--- src/rtl/pe_pkg.sv ---
// pe_pkg: shared defaults, output-register states and counter sizing for the PE accumulator
package pe_pkg;
    localparam int P_W_DEF     = 12;
    localparam int ACC_W_DEF   = 20;
    localparam int N_TERMS_DEF = 4;
    localparam int unsigned ACC_MAX_DEF = (1 << ACC_W_DEF) - 1;

    typedef enum logic {
        EMPTY = 1'b0,
        FULL  = 1'b1
    } out_state_t;

    // Term counter width, never below one bit so N_TERMS=1 still has a (constant-zero) counter
    function automatic int cnt_w(input int n);
        return (n <= 2) ? 1 : $clog2(n);
    endfunction
endpackage

--- src/rtl/pe_sat_add.sv ---
// pe_sat_add: unsigned saturating add of a zero-extended product onto the accumulator
module pe_sat_add
    import pe_pkg::*;
#(
    parameter int P_W   = P_W_DEF,
    parameter int ACC_W = ACC_W_DEF
) (
    input  logic [ACC_W-1:0] i_a,
    input  logic [P_W-1:0]   i_b,
    output logic [ACC_W-1:0] o_sum,
    output logic             o_ovf
);
    logic [ACC_W:0] w_full;

    assign w_full = {1'b0, i_a} + {{(ACC_W + 1 - P_W){1'b0}}, i_b};
    assign o_ovf  = w_full[ACC_W];
    assign o_sum  = o_ovf ? {ACC_W{1'b1}} : w_full[ACC_W-1:0];
endmodule

--- src/rtl/pe_accum.sv ---
// pe_accum: sums N_TERMS products per group and presents each result on a ready/valid register
module pe_accum
    import pe_pkg::*;
#(
    parameter int P_W     = P_W_DEF,
    parameter int ACC_W   = ACC_W_DEF,
    parameter int N_TERMS = N_TERMS_DEF
) (
    input  logic             clk,
    input  logic             rst_n,
    input  logic             en,
    input  logic             clr,
    input  logic             in_valid,
    input  logic [P_W-1:0]   p_in,
    output logic             in_ready,
    output logic             out_valid,
    input  logic             out_ready,
    output logic [ACC_W-1:0] out_sum,
    output logic             out_sat
);
    localparam int CNT_W = cnt_w(N_TERMS);
    localparam logic [CNT_W-1:0] LAST = CNT_W'(N_TERMS - 1);

    logic [ACC_W-1:0] r_acc;
    logic [CNT_W-1:0] r_cnt;
    logic             r_sat_acc;
    out_state_t       r_state;
    out_state_t       w_state_nxt;
    logic [ACC_W-1:0] w_sum;
    logic             w_ovf;
    logic             w_last;
    logic             w_accept;
    logic             w_final;
    logic             w_pop;

    pe_sat_add #(.P_W(P_W), .ACC_W(ACC_W)) u_add (
        .i_a   (r_acc),
        .i_b   (p_in),
        .o_sum (w_sum),
        .o_ovf (w_ovf)
    );

    // Only stall when the final term would overwrite a result the consumer has not taken
    assign w_last    = (r_cnt == LAST);
    assign out_valid = (r_state == FULL);
    assign in_ready  = en & ~(out_valid & ~out_ready & w_last);
    assign w_accept  = in_valid & in_ready;
    assign w_final   = w_accept & w_last;
    assign w_pop     = out_valid & out_ready;

    // Partial-group accumulation; restarts from zero after each final term
    always_ff @(posedge clk or negedge rst_n) begin
        if (!rst_n) begin
            r_acc     <= '0;
            r_cnt     <= '0;
            r_sat_acc <= 1'b0;
        end else if (clr || w_final) begin
            r_acc     <= '0;
            r_cnt     <= '0;
            r_sat_acc <= 1'b0;
        end else if (w_accept) begin
            r_acc     <= w_sum;
            r_cnt     <= r_cnt + 1'b1;
            r_sat_acc <= r_sat_acc | w_ovf;
        end
    end

    // Output occupancy state register
    always_ff @(posedge clk or negedge rst_n) begin
        if (!rst_n) r_state <= EMPTY;
        else        r_state <= w_state_nxt;
    end

    // A final term refills the slot even when it is popped in the same cycle
    always_comb begin
        w_state_nxt = clr ? EMPTY : w_final ? FULL : w_pop ? EMPTY : r_state;
    end

    // Result data, loaded on the final term and otherwise held
    always_ff @(posedge clk or negedge rst_n) begin
        if (!rst_n) begin
            out_sum <= '0;
            out_sat <= 1'b0;
        end else if (clr) begin
            out_sum <= '0;
            out_sat <= 1'b0;
        end else if (w_final) begin
            out_sum <= w_sum;
            out_sat <= r_sat_acc | w_ovf;
        end
    end
endmodule

--- config.mk ---
export PLATFORM = sky130hd
export DESIGN_NAME = pe_accum
export DESIGN_NICKNAME = d
export VERILOG_FILES = /design/src/rtl/pe_pkg.sv /design/src/rtl/pe_sat_add.sv /design/src/rtl/pe_accum.sv
export SDC_FILE = /design/constraint.sdc
export NUM_CORES = 1
export LEC_CHECK = 0
export BUFFER_PORTS_ARGS = -buffer_cell sky130_fd_sc_hd__clkbuf_2
export CORE_ASPECT_RATIO = 0.9
export CORE_MARGIN = 4
export CORE_UTILIZATION = 50
export CTS_CLUSTER_SIZE = 28
export DETAILED_ROUTE_END_ITERATION = 6
export PLACE_DENSITY_LB_ADDON = 0.08
export SYNTH_ARGS = -nofsm -noshare
export SYNTH_HDL_FRONTEND = slang
export SYNTH_SLANG_ARGS = --single-unit
--- constraint.sdc ---
create_clock -name clk -period 2.7 [get_ports clk]
set_input_delay 0.405 -clock clk [delete_from_list [all_inputs] [get_ports clk]]
set_output_delay 0.405 -clock clk [all_outputs]
set_load 0.005 [all_outputs]
==> summary.txt, run 1 <==
Status
  – Run status: finished, final reports clean

Clock network
  – CTS Hold Bufs: 0
  – CTS Buf Count: 5
  – Clock sink count: 45
  – PostCTS Resize Cnt: 0
  – CTS Root Cell: clkbuf_8
  – Clock slew at reported path FFs: 0.09 ns
  – Clock latency on the worst-skew pair: 0.29 ns
  – Htree depth: 2
  – Clk buf depth: 2
  – Postcts setup bufs: 0
  – TritonCTS clock tree: yes

Die
  – Initial core utilization: 51.6%
  – Site Rows: 25
  – Die Ht: 77.9 um
  – Core footprint: 5260 um^2
  – I/O Pins: 41
  – Die X-Extent: 85.6 um
  – Die area: 6670 um^2

Final layout
  – Non-filler instance count after layout: 410
  – Final Net Count: 374
  – Area Overhead vs Synth: 17.6%
  – Final core occ: 60.7%
  – Antenna fix cells: 0
  – Share of post-route cells with drive strength above 1: 23.3%
  – Final Cell Area: 3190 um^2

Setup path
  – Crit Path Class: flip-flop to flip-flop
  – Req. time, crit path: 2.90 ns
  – Worst reg2reg path depth: 10
  – Startpoint Class: flip-flop
  – Critical R2R Launch: r_acc[0]
  – Crit path capture type: flip-flop
  – Reg2Reg Capture Point: out_sum[15]
  – Critical path arrival: 2.78 ns
  – Crit-path max FO: 9
  – R2R Setup Slk: 0.12 ns

Timing
  – Final setup vio count: 0
  – Final period utilization: 95.6%
  – Final min period: 2.58 ns
  – Fin Clk Skew: 0.00675 ns
  – Unrepaired setup endpoints after global routing: true
  – Hold Violations, Final: 0
  – Max_slew headroom: 62.4%
  – Max Fclk: 0.387 GHz
  – Slew @ Worst Pin: 0.565 ns
  – Final count of pins violating max slew: 0

Detailed routing
  – DRT antenna net count: 0
  – DRT met1 WL: 3380 um
  – Post-route DRC: 0
  – DRT iter0 DRCs: 209
  – Via Count: 2,369
  – Vias per Instance: 5.78
  – First-pass detailed-route iteration total: 4
  – Met2 wire len: 3040 um
  – DR WL met3: 321 um
  – WL/cell: 16.5 um
  – Routed wire length: 6780 um
  – Max Used Layer: met4

Place
  – Placer congestion estimate: 0.803
  – Port Buffers: 40
  – Placed cell count: 402
  – Post-DP HPWL: 4900 um
  – Area after DPL: 3050 um^2

Global route
  – GRT Total Usage: 22.0%
  – Vias in the first global route: 2,405
  – Initial antenna violation count: 0
  – First-pass GRT wire length: 11,700 um
  – Largest net degree at the start of global routing: 35
  – GRT overflow: 0

Worst hold path
  – Hold Path Class: input pin to async pin

Logic synthesis
  – Yosys reg bits: 45
  – Adder-cell area share of the yosys netlist: 6.74%
  – Async SR Flop Fraction: 100%
  – Post-Synth Simple-Gate Area: 17.3%
  – Largest family of logic cells by synthesized area: compound AO/OA/AOI/OAI gates
  – Yosys warns: 0
  – Post-synthesis compound-gate area fraction: 27.1%
  – Synth Flop Type: dfrtp_1
  – Synth Area in XOR/XNOR: 4.20%
  – Synth cell types: 51
  – Post-synthesis mux area share: 0%
  – Post-Syn Area per Cell: 9.25 um^2
  – Syn Nets: 325
  – Cell area after synthesis: 2710 um^2
  – Register area share after synthesis: 41.5%
  – Number of synthesized flops with an enable pin: 0
  – Syn Inst Count: 293

Power and ir drop
  – Pwr dens: 466 nW/um^2
  – Leak: 1.41 nW
  – Peak VDD IR: 0.453 mV

Run
  – Max Cap Viol: 0
-- power breakdown --
group / leakage (nW) / internal (W) / total [W] / switching (W)
clock: 0.0585 / 0.000302 / 0.000531 / 0.000229
sequential: 0.623 / 0.000689 / 0.000699 / 0.0000105
combinational: 0.732 / 0.0000980 / 0.000257 / 0.000159
total: 1.41 / 0.00109 / 0.00149 / 0.000398
-- state kept, by name, indices dropped and copies added (netlist names) --
register	count
out_valid	1
r_sat_acc	1
r_cnt	2
r_acc	20
out_sum	20
out_sat	1
-- layout make-up --
cell class / instances / area [um^2]
Fill cell: 501 / 2070
Multi-Input combinational cell: 227 / 1530
Sequential cell: 45 / 1130
Timing Repair Buffer: 53 / 298
Clock buffer: 7 / 86.3
Tap cell: 67 / 83.8
Inverter: 10 / 37.5
Clock inverter: 1 / 30.0
-- stage by stage --
| stage | TNS [ns] | worst slack [ns] | power [W] | hold slack, ns |
|---|---|---|---|---|
| floorplan | 0 | 0.190 | 0.000885 | 0.109 |
| global placement | 0 | 0.0399 | 0.000964 | 0.420 |
| detailed placement | -0.0565 | -0.0280 | 0.000967 | 0.422 |
| CTS | 0 | 0.114 | 0.00150 | 0.0950 |
| global route | -0.0157 | -0.0157 | 0.00158 | 0.106 |
| finish | 0 | 0.118 | 0.00149 | 0.0848 |
-- cells by family after synthesis --
| group | count (synthesis) |
|---|---|
| flops | 45 |
| xor+xnor | 13 |
| buf+inv | 21 |
| simple gates | 98 |
| fa+ha+maj | 14 |
| compound gates | 102 |
-- synth_stat cells (all sizes together), types with 2 or more instances --
cell type | instances | share of area (%)
a221o | 2 | 0.74
nand3 | 5 | 0.92
nand2 | 20 | 2.8
a21o | 3 | 0.88
o21bai | 3 | 1.2
o31a | 2 | 0.65
xnor2 | 11 | 3.6
nand4 | 4 | 0.92
o21ai | 23 | 4.2
xor2 | 2 | 0.65
nor4 | 3 | 1.2
nor2 | 46 | 6.4
buf | 2 | 0.55
o21a | 3 | 0.83
dfrtp | 45 | 42
a211oi | 15 | 4.6
a31oi | 2 | 0.46
a311oi | 4 | 1.3
a221oi | 2 | 0.88
a211o | 3 | 1.3
clkbuf | 9 | 1.2
ha | 13 | 6.0
and4 | 2 | 0.65
nor3 | 9 | 2.0
a21boi | 2 | 0.55
o2bb2ai | 7 | 2.3
inv | 10 | 1.4
a21oi | 26 | 5.5
a22o | 3 | 0.97
-- placed cells by master (no fill, tap or decap), types with 10 or more instances in the layout --
| cell type | Yosys | routed |
|---|---|---|
| clkbuf_2 | 0 | 40 |
| o21ai_0 | 23 | 23 |
| buf_4 | 0 | 13 |
| ha_1 | 13 | 13 |
| xnor2_1 | 11 | 11 |
| a21oi_1 | 23 | 22 |
| nand2_1 | 20 | 20 |
| dfrtp_1 | 45 | 45 |
| inv_1 | 10 | 10 |
| a211oi_1 | 14 | 12 |
| nor2_1 | 46 | 46 |
-- routing by layer --
layer / vias up / GRT usage, %
li1: 1172 / -
met1: 1143 / 31.1
met2: 50 / 35.0
met3: 4 / 4.46
met4: 0 / 4.11
met5: - / 0
-- worst max-delay path: stages, from the launching register on --
cell,delay (ns)
dfrtp_1,0.36
ha_1,0.18
inv_1,0.06
fa_1,0.39
and2b_1,0.27
o21bai_4,0.07
a211o_4,0.37
a211oi_4,0.23
buf_4,0.21
nor2_1,0.10
a211oi_1,0.27
-- worst max-delay path by stage --
| stage | depth (start not counted) | start | end |
|---|---|---|---|
| floorplan | 9 | p_in[0] | out_sum[17] |
| global placement | 10 | p_in[0] | out_sum[19] |
| detailed placement | 10 | p_in[0] | out_sum[19] |
| CTS | 9 | r_acc[0] | out_sum[19] |
| global route | 10 | r_acc[0] | out_sum[15] |
| finish | 10 | r_acc[0] | out_sum[15] |
No activity file was read; power rests on OpenSTA's default activity.
==> inputs of run 2 (changes only) <==
Settings changed: CORE_UTILIZATION 50 to 53, CTS_BUF_LIST set to sky130_fd_sc_hd__clkbuf_8.
==> summary.txt, run 2 (same netlist as run 1, synthesis figures left out) <==
Timing
  – Final count of pins violating max slew: 0 (unchanged)
  – Slew @ Worst Pin: 0.576 ns (+0.0108 ns)
  – Unrepaired setup endpoints after global routing: false
  – Fin Clk Skew: 0.00941 ns (+0.00266 ns)
  – Max Fclk: 0.399 GHz (+3.0%)
  – Final setup vio count: 0 (unchanged)
  – Final period utilization: 92.9% (-2.8 points)
  – Hold_ws: 0.192 ns (+0.107 ns)
  – Final min period: 2.51 ns (-0.0749 ns)
  – Final setup TNS: 0 ns (unchanged)
  – Max_slew headroom: 61.6% (-0.72 points)
  – Hold Violations, Final: 0 (unchanged)

Setup path
  – Critical path arrival: 2.71 ns (-0.07 ns)
  – R2R Setup Slk: 0.19 ns (+0.07 ns)
  – Worst reg2reg path depth: 10 (unchanged)
  – Crit path capture type: flip-flop
  – Reg2Reg Capture Point: out_sum[15]
  – Crit-path max FO: 9 (unchanged)
  – Critical R2R Launch: r_acc[0]
  – Req. time, crit path: 2.91 ns (about the same)
  – Startpoint Class: flip-flop
  – Crit Path Class: flip-flop to flip-flop

Clock network
  – Clock latency on the worst-skew pair: 0.29 ns (about the same)
  – Htree depth: 2 (unchanged)
  – CTS Buf Count: 5 (unchanged)
  – TritonCTS clock tree: yes
  – Clk buf depth: 2 (unchanged)
  – Postcts setup bufs: 0 (unchanged)
  – Clock sink count: 45 (unchanged)
  – CTS Root Cell: clkbuf_8
  – Clock slew at reported path FFs: 0.09 ns (about the same)

Detailed routing
  – DRT antenna net count: 0 (unchanged)
  – Routed wire length: 6630 um (-2.3%)
  – WL/cell: 16.2 um (-2.0%)
  – DRT iter0 DRCs: 156 (-25%)
  – First-pass detailed-route iteration total: 4 (unchanged)
  – Vias per Instance: 5.78 (about the same)
  – Via Count: 2,363 (-0.25%)
  – Post-route DRC: 0 (unchanged)

Run
  – Max Cap Viol: 0 (unchanged)

Global route
  – First-pass GRT wire length: 11,400 um (-2.3%)
  – Largest net degree at the start of global routing: 46 (+31%)
  – GRT Total Usage: 22.7% (+0.73 points)
  – Vias in the first global route: 2,286 (-4.9%)
  – GRT overflow: 0 (unchanged)
  – Initial antenna violation count: 0 (unchanged)

Die
  – I/O Pins: 41 (unchanged)
  – Die Ht: 75.9 um (-2.6%)
  – Die area: 6330 um^2 (-5.1%)
  – Initial core utilization: 55.4% (+3.8 points)
  – Site Rows: 24 (-4.0%)
  – Core footprint: 4890 um^2 (-6.9%)
  – Die X-Extent: 83.4 um (-2.6%)

Final layout
  – Commonest cells after routing, fill and taps aside: 46 x nor2_1, 45 x dfrtp_1, 40 x clkbuf_2
  – Biggest registers after layout: out_sum x20, r_acc x20, r_cnt x2
  – Commonest non-fill, non-tap cell in the layout: nor2_1
  – Antenna fix cells: 0 (unchanged)
  – Final Net Count: 375 (+0.27%)
  – Share of post-route cells with drive strength above 1: 22.1% (-1.2 points)
  – Area Overhead vs Synth: 15.8%

Place
  – Port Buffers: 40 (unchanged)
  – Placer congestion estimate: 0.893 (+11%)
  – Post-DP HPWL: 4840 um (-1.3%)

Power and ir drop
  – Pwr dens: 428 nW/um^2 (-8.2%)
  – Leak: 1.41 nW (-0.34%)
  – Peak VDD IR: 0.271 mV (-40%)
  – Design Power: 0.00134 W (-9.6%)

Worst hold path
  – Hold Path Class: input pin to async pin

Status
  – Run status: finished, final reports clean
[run 2: per-stage QoR]
stage / area (um^2) / util (%) / setup slack (ns) / cells
floorplan: 2710 / - / 0.190 / 293
global placement: 3060 / 62.4 / 0.0894 / 401
detailed placement: 3060 / 62.4 / 0.0310 / 401
CTS: 3140 / 64.1 / 0.165 / 409
global route: 3140 / 64.2 / 0.00164 / 409
finish: 3140 / 64.2 / 0.193 / 409
[run 2: worst max-delay path, stage by stage (launching register included)]
cell	delay (ns)
dfrtp_1	0.35
ha_1	0.17
inv_1	0.05
fa_1	0.39
and2b_1	0.27
o21bai_4	0.07
a211o_4	0.36
a211oi_4	0.22
buf_4	0.21
nor2_1	0.09
a211oi_1	0.24
[run 2: what timing repair did]
| action | CTS | global route |
|---|---|---|
| resized for setup | 0 | 1 |
| hold buffers | 0 | 0 |
| endpoints found under the setup margin | 0 | 1 |
| hold endpoints to repair | 0 | 0 |
[run 2: worst max-delay path by stage]
stage | depth (start not counted) | to | slack, ns | start
2_1_floorplan | 9 | out_sum[17] | 0.19 | p_in[0]
3_3_place_gp | 11 | out_sum[14] | 0.09 | p_in[0]
3_5_place_dp | 11 | out_sum[15] | 0.03 | p_in[0]
4_1_cts | 10 | out_sum[14] | 0.16 | r_acc[0]
5_1_grt | 10 | out_sum[14] | 0.002 | r_acc[0]
6_report | 10 | out_sum[15] | 0.19 | r_acc[0]
[run 2: layout make-up]
type,count,area [um^2]
inverter,10,37.5
fill,416,1750
multi-input combinational,227,1510
sequential,45,1130
clock buffer,5,68.8
clock inverter,3,11.3
tap,65,81.3
timing repair buffer,54,305
[run 2: power breakdown]
part	internal (W)	switching, W	leakage, nW	total (W)
Sequential	0.000689	0.0000108	0.623	0.000700
Combinational	0.0000994	0.000157	0.734	0.000256
Clock	0.000173	0.000216	0.0519	0.000389
[run 2: layer usage]
| layer | vias to the layer above | share of wire, % | track usage [%] |
|---|---|---|---|
| met5 | - | 0 | 0 |
| met4 | 0 | 0.60 | 4.54 |
| met3 | 4 | 5.5 | 4.97 |
| met2 | 56 | 46 | 37.4 |
| met1 | 1133 | 48 | 31.4 |
| li1 | 1170 | - | - |
==> inputs of run 3 (changes only) <==
Settings changed: CORE_UTILIZATION 53 to 59.
==> summary.txt, run 3 (same netlist as run 1, synthesis figures left out) <==
Status
  – Run status: finished, final reports clean

Setup path
  – Critical path's top delay family: compound AO/OA/AOI/OAI gates
  – Critical path arrival: 2.77 ns (+0.06 ns)
  – Worst reg2reg path depth: 10 (unchanged)
  – Buf/Inv on CP: 2 (unchanged)
  – Crit path capture type: flip-flop
  – CP cell instances: ha_1 -> inv_1 -> fa_1 -> and2b_2 -> o21bai_4 -> a211o_4 -> a211oi_4 -> buf_6 -> nor2_1 -> a211oi_1
  – Slowest cell on crit path: fa_1
  – Crit Path Class: flip-flop to flip-flop
  – Req. time, crit path: 2.90 ns (about the same)
  – Crit-path max FO: 8 (-1)
  – Worst stage delay on the critical path: 0.40 ns (about the same)
  – Crit. path cell count: 10 (unchanged)
  – Startpoint Class: flip-flop

Timing
  – Hold Violations, Final: 0 (unchanged)
  – Final count of pins violating max slew: 0 (unchanged)
  – Final setup vio count: 0 (unchanged)
  – Slew @ Worst Pin: 0.625 ns (+0.0495 ns)
  – Final min period: 2.57 ns (+0.0637 ns)
  – Final period utilization: 95.2% (+2.4 points)
  – Max Fclk: 0.389 GHz (-2.5%)
  – Fin Clk Skew: 0.0103 ns (+0.000843 ns)
  – Fin worst setup slack: 0.129 ns (-0.0637 ns)
  – Unrepaired setup endpoints after global routing: true
  – Max_slew headroom: 58.3% (-3.3 points)

Run
  – Max Cap Viol: 0 (unchanged)

Clock network
  – Clock latency on the worst-skew pair: 0.30 ns (about the same)
  – CTS Buf Count: 5 (unchanged)
  – CTS Hold Bufs: 0 (unchanged)
  – Postcts setup bufs: 0 (unchanged)
  – TritonCTS clock tree: yes
  – CTS Root Cell: clkbuf_8
  – Clock slew at reported path FFs: 0.09 ns (about the same)
  – Clk buf depth: 2 (unchanged)
  – PostCTS Resize Cnt: 0 (unchanged)
  – Clock sink count: 45 (unchanged)
  – Htree depth: 2 (unchanged)

Final layout
  – Sequential cell area: 1130 um^2 (unchanged)
  – Non-filler instance count after layout: 407 (-0.49%)
  – Commonest cells after routing, fill and taps aside: 46 x nor2_1, 45 x dfrtp_1, 40 x clkbuf_2
  – Commonest non-fill, non-tap cell in the layout: nor2_1
  – Final Net Count: 376 (+0.27%)
  – Final core occ: 71.6% (+7.5 points)
  – Fill count: 352 (-15%)
  – Area occupied by multi-input gates: 1510 um^2 (+0.17%)
  – Biggest registers after layout: out_sum x20, r_acc x20, r_cnt x2
  – Antenna fix cells: 0 (unchanged)
  – Area Overhead vs Synth: 17.8%
  – Share of post-route cells with drive strength above 1: 23.5% (+1.4 points)

Place
  – Post-DP HPWL: 4810 um (-0.54%)
  – Placer congestion estimate: 0.864 (-3.3%)
  – Placed cell count: 399 (-0.50%)
  – Setup WS pre-CTS: -0.0313 ns (-0.0622 ns)
  – Port Buffers: 40 (unchanged)

Detailed routing
  – First-pass detailed-route iteration total: 5 (+1)
  – DRT iter0 DRCs: 166 (+6.4%)
  – Via Count: 2,394 (+1.3%)
  – WL/cell: 16.5 um (+1.9%)
  – Post-route DRC: 0 (unchanged)
  – Vias per Instance: 5.88 (+1.8%)
  – DRT antenna net count: 0 (unchanged)
  – Routed wire length: 6720 um (+1.4%)

Die
  – Die X-Extent: 79.5 um (-4.7%)
  – Site Rows: 23 (-4.2%)
  – Initial core utilization: 60.8% (+5.4 points)
  – Die Ht: 72.3 um (-4.7%)
  – I/O Pins: 41 (unchanged)
  – Core footprint: 4460 um^2 (-8.9%)
  – Die area: 5750 um^2 (-9.2%)

Global route
  – Initial antenna violation count: 0 (unchanged)
  – First-pass GRT wire length: 11,300 um (-0.54%)
  – Largest net degree at the start of global routing: 35 (-24%)
  – Vias in the first global route: 2,285 (-0.044%)
  – GRT overflow: 0 (unchanged)
  – GRT Total Usage: 25.5% (+2.8 points)

Power and ir drop
  – Peak VDD IR: 0.350 mV (+29%)
  – Leak: 1.42 nW (+0.92%)
  – Pwr dens: 469 nW/um^2 (+9.5%)
  – Design Power: 0.00150 W (+11%)

Worst hold path
  – Hold Path Class: input pin to async pin
[run 3: final timing paths]
kind / endpoint / slack (ns) / from
max: out_sum[13] / 0.13 / r_acc[0]
min: out_sum[9] / 0.1 / rst_n
max reg2reg: out_sum[13] / 0.13 / r_acc[0]
min reg2reg: r_acc[0] / 0.50 / r_acc[0]
max in group asynchronous: out_sum[13] / 1.87 / rst_n
min in group clk: out_valid / 0.40 / out_ready
[run 3: metal layers]
layer | vias to the layer above | share of wire [%] | track usage, %
met4 | 0 | 1.5 | 6.68
met3 | 11 | 7.4 | 6.70
met5 | - | 0 | 0
li1 | 1170 | - | -
met2 | 98 | 45 | 38.9
met1 | 1115 | 46 | 36.2
[run 3: report_power, final]
group | internal [W] | switching (W) | leakage [nW]
Combinational | 0.000100 | 0.000157 | 0.742
Clock | 0.000301 | 0.000240 | 0.0574
Sequential | 0.000689 | 0.0000111 | 0.623
[run 3: cell type report]
class,count,share of cell area (%)
clock inverters,2,1.18
flip-flops and latches,45,35.3
multi-input cells,227,47.4
repair buffers,55,10.0
well taps,62,2.43
inverters,10,1.18
clock buffers,6,2.59
[run 3: worst register-to-register path: cells and delay by family (launching register included)]
| family | cells | cell delay (ns) |
|---|---|---|
| AO/OA/AOI/OAI | 4 | 0.96 |
| adder cells (fa/ha/maj) | 2 | 0.57 |
| buffers and inverters | 2 | 0.24 |
| flip-flops | 1 | 0.36 |
| AND/OR/NAND/NOR | 2 | 0.35 |
[run 3: per-stage QoR]
step | hold slack [ns] | TNS (ns) | cell area, um^2
final | 0.0970 | 0 | 3190
after global routing | 0.132 | -0.0984 | 3190
after CTS | 0.120 | 0 | 3180
after detailed placement | 0.454 | -0.0313 | 3060
after global placement | 0.435 | 0 | 3060
after floorplan | 0.109 | 0 | 2710
